<file path="config.mk">
export PLATFORM = sky130hd
export DESIGN_NAME = value_weight_stream_fetch
export DESIGN_NICKNAME = d
export VERILOG_FILES = /design/src/rtl/value_weight_stream_fetch.sv
export SDC_FILE = /design/constraint.sdc
export NUM_CORES = 1
export LEC_CHECK = 0
export CORE_AREA = 2 2 209 211
export DETAILED_ROUTE_END_ITERATION = 8
export DIE_AREA = 0 0 211 213
export PLACE_DENSITY = 0.37
export REMOVE_ABC_BUFFERS = 1
export SLEW_MARGIN = 25
export SYNTH_ARGS = -nofsm -noshare
export SYNTH_HDL_FRONTEND = slang
export SYNTH_SLANG_ARGS = --single-unit
</file>
<file path="constraint.sdc">
create_clock -name clk -period 5.7 [get_ports clk]
set_input_delay 0.855 -clock clk [delete_from_list [all_inputs] [get_ports clk]]
set_output_delay 0.855 -clock clk [all_outputs]
set_load 0.02 [all_outputs]
</file>
<file path="src/rtl/value_weight_stream_fetch.sv">
// value_weight_stream_fetch
// Streams weight words out of a parameter ROM that has a fixed 2-cycle
// registered read and no handshake. Reads are issued only against buffer
// credit (FIFO occupancy plus reads still in the ROM pipeline). This means
// every returned word has a guaranteed FIFO slot. Words leave in address
// order 0..OUT_DEPTH-1, wrapping forever. The final word of each pass is
// flagged with data_out_last.

module value_weight_stream_fetch #(
    parameter int TENSOR_SIZE_DIM_0 = 32,
    parameter int PRECISION_0       = 16,
    parameter int PARALLELISM_DIM_0 = 1,
    parameter int PARALLELISM_DIM_1 = 1,
    parameter int OUT_DEPTH         = TENSOR_SIZE_DIM_0 / PARALLELISM_DIM_0,
    parameter int FIFO_DEPTH        = 4,
    parameter int ADDR_WIDTH        = $clog2(OUT_DEPTH) + 1
) (
    input  logic                                   clk,
    input  logic                                   rst,
    output logic [ADDR_WIDTH-1:0]                  rom_addr,
    output logic                                   rom_ce,
    input  logic [PRECISION_0*TENSOR_SIZE_DIM_0-1:0] rom_q,
    output logic [PRECISION_0-1:0]                 data_out [PARALLELISM_DIM_0*PARALLELISM_DIM_1],
    output logic                                   data_out_valid,
    output logic                                   data_out_last,
    input  logic                                   data_out_ready
);

    localparam int P      = PARALLELISM_DIM_0 * PARALLELISM_DIM_1;
    localparam int LANE_W = PRECISION_0 * P;
    localparam int PTR_W  = (FIFO_DEPTH > 1) ? $clog2(FIFO_DEPTH) : 1;
    localparam int CNT_W  = $clog2(FIFO_DEPTH + 1);
    localparam int SUM_W  = CNT_W + 1;

    // Only the lane bits of a ROM word are ever presented, so only those are buffered.
    function automatic logic [PTR_W-1:0] ptr_inc(input logic [PTR_W-1:0] p);
        if (p == PTR_W'(FIFO_DEPTH - 1)) begin
            return PTR_W'(0);
        end else begin
            return p + PTR_W'(1);
        end
    endfunction

    // Address generator and read tracker (bit 0 = stage 1, bit 1 = stage 2)
    logic [ADDR_WIDTH-1:0] rom_addr_r;
    logic [1:0]            trk_v_r;
    logic [1:0]            trk_last_r;

    // Output FIFO storage, pointers and occupancy
    logic [LANE_W-1:0]     fifo_word_r [FIFO_DEPTH];
    logic                  fifo_last_r [FIFO_DEPTH];
    logic [PTR_W-1:0]      wr_ptr_r;
    logic [PTR_W-1:0]      rd_ptr_r;
    logic [CNT_W-1:0]      count_r;

    // Registered head of the FIFO, driven straight onto the output port
    logic [LANE_W-1:0]     head_word_r;
    logic                  head_last_r;
    logic                  head_valid_r;

    // Next-state terms
    logic [SUM_W-1:0]      credit_sum_s;
    logic                  issue_s;
    logic                  addr_is_last_s;
    logic [ADDR_WIDTH-1:0] addr_next_s;
    logic                  push_s;
    logic                  pop_s;
    logic [PTR_W-1:0]      rd_next_s;
    logic [CNT_W-1:0]      count_next_s;
    logic                  valid_next_s;
    logic [LANE_W-1:0]     head_word_next_s;
    logic                  head_last_next_s;

    // Whole-word fold so the unbuffered upper ROM bits are consumed explicitly.
    logic                  unused_rom_parity_s;
    assign unused_rom_parity_s = ^rom_q;

    // The ROM pipeline advances whenever the block is out of reset, fixing latency at 2.
    assign rom_ce   = !rst;
    assign rom_addr = rom_addr_r;

    // Credit check and address sequencing; a same-cycle pop deliberately gives no credit.
    always_comb begin
        credit_sum_s   = SUM_W'(count_r) + SUM_W'(trk_v_r[0]) + SUM_W'(trk_v_r[1]);
        issue_s        = (credit_sum_s < SUM_W'(FIFO_DEPTH));
        addr_is_last_s = (rom_addr_r == ADDR_WIDTH'(OUT_DEPTH - 1));
        if (addr_is_last_s) begin
            addr_next_s = ADDR_WIDTH'(0);
        end else begin
            addr_next_s = rom_addr_r + ADDR_WIDTH'(1);
        end
    end

    // FIFO bookkeeping and look-ahead of the next head entry for the output register.
    always_comb begin
        push_s = trk_v_r[1];
        pop_s  = head_valid_r && data_out_ready;
        if (pop_s) begin
            rd_next_s = ptr_inc(rd_ptr_r);
        end else begin
            rd_next_s = rd_ptr_r;
        end
        case ({push_s, pop_s})
            2'b10:   count_next_s = count_r + CNT_W'(1);
            2'b01:   count_next_s = count_r - CNT_W'(1);
            default: count_next_s = count_r;
        endcase
        valid_next_s = (count_next_s != CNT_W'(0));
        // A word written into the slot that becomes the head must bypass the array.
        if (push_s && (wr_ptr_r == rd_next_s)) begin
            head_word_next_s = rom_q[LANE_W-1:0];
            head_last_next_s = trk_last_r[1];
        end else begin
            head_word_next_s = fifo_word_r[rd_next_s];
            head_last_next_s = fifo_last_r[rd_next_s];
        end
        if (!valid_next_s) begin
            head_last_next_s = 1'b0;
        end else begin
            head_last_next_s = head_last_next_s;
        end
    end

    // Address counter and 2-stage in-flight tracker; reset discards any ROM data in flight.
    always_ff @(posedge clk) begin
        if (rst) begin
            rom_addr_r <= ADDR_WIDTH'(0);
            trk_v_r    <= 2'b00;
            trk_last_r <= 2'b00;
        end else begin
            if (issue_s) begin
                rom_addr_r <= addr_next_s;
            end
            trk_v_r    <= {trk_v_r[0], issue_s};
            trk_last_r <= {trk_last_r[0], issue_s & addr_is_last_s};
        end
    end

    // FIFO array, pointers, occupancy and registered head/valid/last.
    always_ff @(posedge clk) begin
        if (rst) begin
            for (int i = 0; i < FIFO_DEPTH; i++) begin
                fifo_word_r[i] <= LANE_W'(0);
                fifo_last_r[i] <= 1'b0;
            end
            wr_ptr_r     <= PTR_W'(0);
            rd_ptr_r     <= PTR_W'(0);
            count_r      <= CNT_W'(0);
            head_word_r  <= LANE_W'(0);
            head_last_r  <= 1'b0;
            head_valid_r <= 1'b0;
        end else begin
            if (push_s) begin
                fifo_word_r[wr_ptr_r] <= rom_q[LANE_W-1:0];
                fifo_last_r[wr_ptr_r] <= trk_last_r[1];
                wr_ptr_r              <= ptr_inc(wr_ptr_r);
            end
            rd_ptr_r     <= rd_next_s;
            count_r      <= count_next_s;
            head_word_r  <= head_word_next_s;
            head_last_r  <= head_last_next_s;
            head_valid_r <= valid_next_s;
        end
    end

    // Split the registered head word into output lanes.
    always_comb begin
        for (int j = 0; j < P; j++) begin
            data_out[j] = head_word_r[PRECISION_0*j +: PRECISION_0];
        end
    end

    assign data_out_valid = head_valid_r;
    assign data_out_last  = head_last_r;

    value_weight_stream_fetch_chk #(
        .FIFO_DEPTH (FIFO_DEPTH),
        .CNT_W      (CNT_W)
    ) u_chk (
        .clk   (clk),
        .rst   (rst),
        .push  (push_s),
        .pop   (pop_s),
        .count (count_r)
    );

endmodule

// value_weight_stream_fetch_chk
// Invariants of the credit scheme: the FIFO is never written while full.
module value_weight_stream_fetch_chk #(
    parameter int FIFO_DEPTH = 4,
    parameter int CNT_W      = 3
) (
    input logic             clk,
    input logic             rst,
    input logic             push,
    input logic             pop,
    input logic [CNT_W-1:0] count
);

    a_no_overflow: assert property (@(posedge clk) disable iff (rst)
        !(push && !pop && (count == CNT_W'(FIFO_DEPTH))));

    a_count_bound: assert property (@(posedge clk) disable iff (rst)
        (count <= CNT_W'(FIFO_DEPTH)));

endmodule

</file>
==> results.ini <==
[status]
status = finished clean

[power]
finalPower_mw = 1.85
vdd.ir_drop.worst_uv = 131
power.leakage_nw = 2.09
power_density_mw_per_mm2 = 320

[timing]
period_needed_ns = 3.33
fin_skew_ns = 0.0129
timing.final.hold_violations = 0
postLayoutSetupSlackWorst_ns = 2.37
worst_slew_margin_rel_pct = 32.5
timing_max_transition_violations_final = 0
timing_worst_slew_pin_value_ns = 1.01
achievable-frequency_ghz = 0.300
fin_worst_hold_slack_ns = 0.461
finalSetupTns_ns = 0
rsz0062_at_grt = false
final_min_period_over_clock_period_pct = 58.5
report.final.setup_viol = 0

[yosys]
seq_area_frac_synth_pct = 61.4
synth_async_sr_flop_share_pct = 0
post_synth_num_cell_types = 42
syn_avg_cell_area_sq_um = 12.6
ys.flop_type = edfxtp_1
synth-seq-cells = 103
netlist_area_sq_mm = 0.00447
post_synthesis_instance_total = 354
yosysWarningCount = 0
number_of_synthesized_flops_with_an_enable_pin = 68

[grt]
globalRoute.totalOverflow = 0
antenna_found_initial = 2
grt_pass1_wl_microns = 19100
grt_usage_pct = 5.84
largest_net_degree_at_the_start_of_global_routing = 38
vias_in_the_first_global_route = 2888

[clocking]
holdBufCountCts = 0
cts_resized = 0
clk-insertion-delay-late_ns = 0.36
numCtsBuffers = 9
ctsRootBufferMaster = clkbuf_16
cts_max_path_buffers = 2
post_cts.repair.setup_buffers = 0
cts.clk_slew.worst_paths_ns = 0.07
tritoncts_clock_tree = built
clock_tree.htree_level_count = 3
numClockSinks = 103

[worst_setup_path]
critPathArrivalTime_ns = 3.57
timing.critical_path.from_type = input port
crit_path_max_fanout = 26
cp.required_ns = 5.94
criticalPathCategory = input port to flop
timing.critical_path.to_type = flop

[route]
drt_first_pass_iters = 4
antenna_violating_nets_post_route = 0
vias = 2863
dr.first_iter.drc_count = 109
routed_wirelength_microns = 12600
viasPerCell = 3.04
drc_errors = 0
avgRoutedWirePerCell_microns = 13.3

[floorplan]
die_h_microns = 213
ioPinCount = 540
placeable_core_area_sq_mm = 0.0427
dieArea_sq_mm = 0.0449
die_width_microns = 211
row_count = 76
initial_utilization_pct = 10.5

[job]
maxCapViolCount = 0

[finish]
drive_gt1_share_pct = 10.6
area.growth.synth_to_final_pct = 29.7
antennaDiodeCount = 0
fillerInstances = 4755
final_core_utilization_pct = 13.6
nets = 913

[placement]
detailedPlacementHpwl_microns = 7580
gp_congestion = 0.659
place_worst_setup_slack_ns = 1.90
placement.io_buffers = 43

[worst_hold_path]
min_path_type = flop to flop

## final timing paths
kind,slack [ns],startpoint,endpoint,cells after the start
worst min register to register,0.46,trk_last_r[0]$_SDFF_PP0_,trk_last_r[1]$_SDFF_PP0_,1
worst max register to register,2.88,rd_ptr_r[0]$_SDFF_PP0_,data_out_last$_SDFF_PP0_,6
worst max-delay path,2.37,data_out_ready,data_out_last$_SDFF_PP0_,7
worst min-delay path,0.46,trk_last_r[0]$_SDFF_PP0_,trk_last_r[1]$_SDFF_PP0_,1
## state kept, by name, indices dropped and copies added (netlist names)
register	flops
trk_v_r	2
rom_addr	6
fifo_last_r	4
rd_ptr_r	2
wr_ptr_r	2
count_r	3
data_out_last	1
trk_last_r	2
fifo_word_r	64
data_out_valid	1
data_out	16
## cell usage after synthesis (2+ instances only)
cell,count,share of area (%)
nand2b_1,3,0.42
o22ai_1,9,1.3
edfxtp_1,68,46
nor2_1,22,1.8
a211oi_1,8,1.3
nor2b_1,3,0.42
and2_1,35,4.9
a21oi_1,8,0.90
nand3_1,4,0.45
nand2_1,27,2.3
inv_1,2,0.17
buf_6,2,0.50
a311o_1,8,1.8
xor2_1,3,0.59
ha_1,5,1.4
mux2i_1,5,1.1
nand2_2,4,0.56
mux4_1,5,2.9
clkbuf_1,16,1.3
or2_1,2,0.28
buf_2,4,0.45
dfxtp_1,35,16
xnor2_1,5,0.98
a21oi_2,3,0.59
and3_1,44,6.2
mux4_2,4,2.0
nor3_1,5,0.56
## critical path, cell delays in order
cell,delay [ns]
clkdlybuf4s50_1,0.47
nand2_2,0.11
mux2_2,0.70
nand3_1,0.22
o22ai_4,0.73
nand3_1,0.15
a21boi_1,0.31
## where the power goes
| part | internal, mW | switching (mW) | leakage (nW) |
|---|---|---|---|
| registers | 0.857 | 0.0322 | 0.992 |
| logic | 0.164 | 0.202 | 0.967 |
| clock network | 0.299 | 0.297 | 0.129 |
## kinds of logic after synthesis
| kind of cell | share of synthesized area, % |
|---|---|
| xor gates and xnor gates | 1.57 |
| and+or+nand+nor | 18.6 |
| AOI/OAI and AO/OA | 6.78 |
| muxes | 7.14 |
| DFF | 61.4 |
| buffers and inverters | 2.63 |
| adders and majority gates | 1.85 |
## layout make-up
| cell class | count | area (sq um) | area share, % |
|---|---|---|---|
| sequential | 103 | 2740 | 47.3 |
| multi-input combinational | 225 | 1610 | 27.8 |
| tap | 546 | 683 | 11.8 |
| timing repair buffer | 50 | 478 | 8.25 |
| clock buffer | 10 | 229 | 3.95 |
| clock inverter | 6 | 42.5 | 0.734 |
| inverter | 3 | 11.3 | 0.194 |
## routing by layer
| metal | GRT usage [%] | vias up | wire (microns) |
|---|---|---|---|
| li1 | - | 1372 | - |
| met1 | 8.10 | 1427 | 6260 |
| met2 | 8.61 | 49 | 5490 |
| met3 | 2.09 | 13 | 702 |
| met4 | 1.31 | 2 | 101 |
| met5 | 0 | - | 13 |
## through the flow
stage	area, sq um	std cells
floorplan	4360	331
global placement	5520	927
detailed placement	5520	927
CTS	5800	943
global route	5800	943
finish	5800	943
## layout by cell type (no fill, tap or decap), types with 2 or more instances in the layout
| cell | instances |
|---|---|
| and3_1 | 44 |
| and2_1 | 35 |
| clkbuf_16 | 9 |
| dfxtp_1 | 35 |
| clkinv_2 | 2 |
| buf_4 | 7 |
| nor3_1 | 5 |
| mux4_1 | 5 |
| xnor2_1 | 5 |
| nand2_2 | 4 |
| nand2b_1 | 3 |
| a311o_1 | 8 |
| xor2_1 | 3 |
| nor2_1 | 21 |
| o22ai_1 | 9 |
| mux4_2 | 4 |
| clkinvlp_4 | 2 |
| inv_6 | 2 |
| mux2i_1 | 5 |
| ha_1 | 5 |
| a211oi_1 | 8 |
| clkdlybuf4s50_1 | 42 |
| nor2b_1 | 3 |
| nand2_1 | 27 |
| a21oi_1 | 8 |
| nand3_1 | 4 |
| or2_2 | 2 |
| edfxtp_1 | 68 |
| a21oi_2 | 3 |
| inv_1 | 2 |
Power figures use the tool's default switching activity.
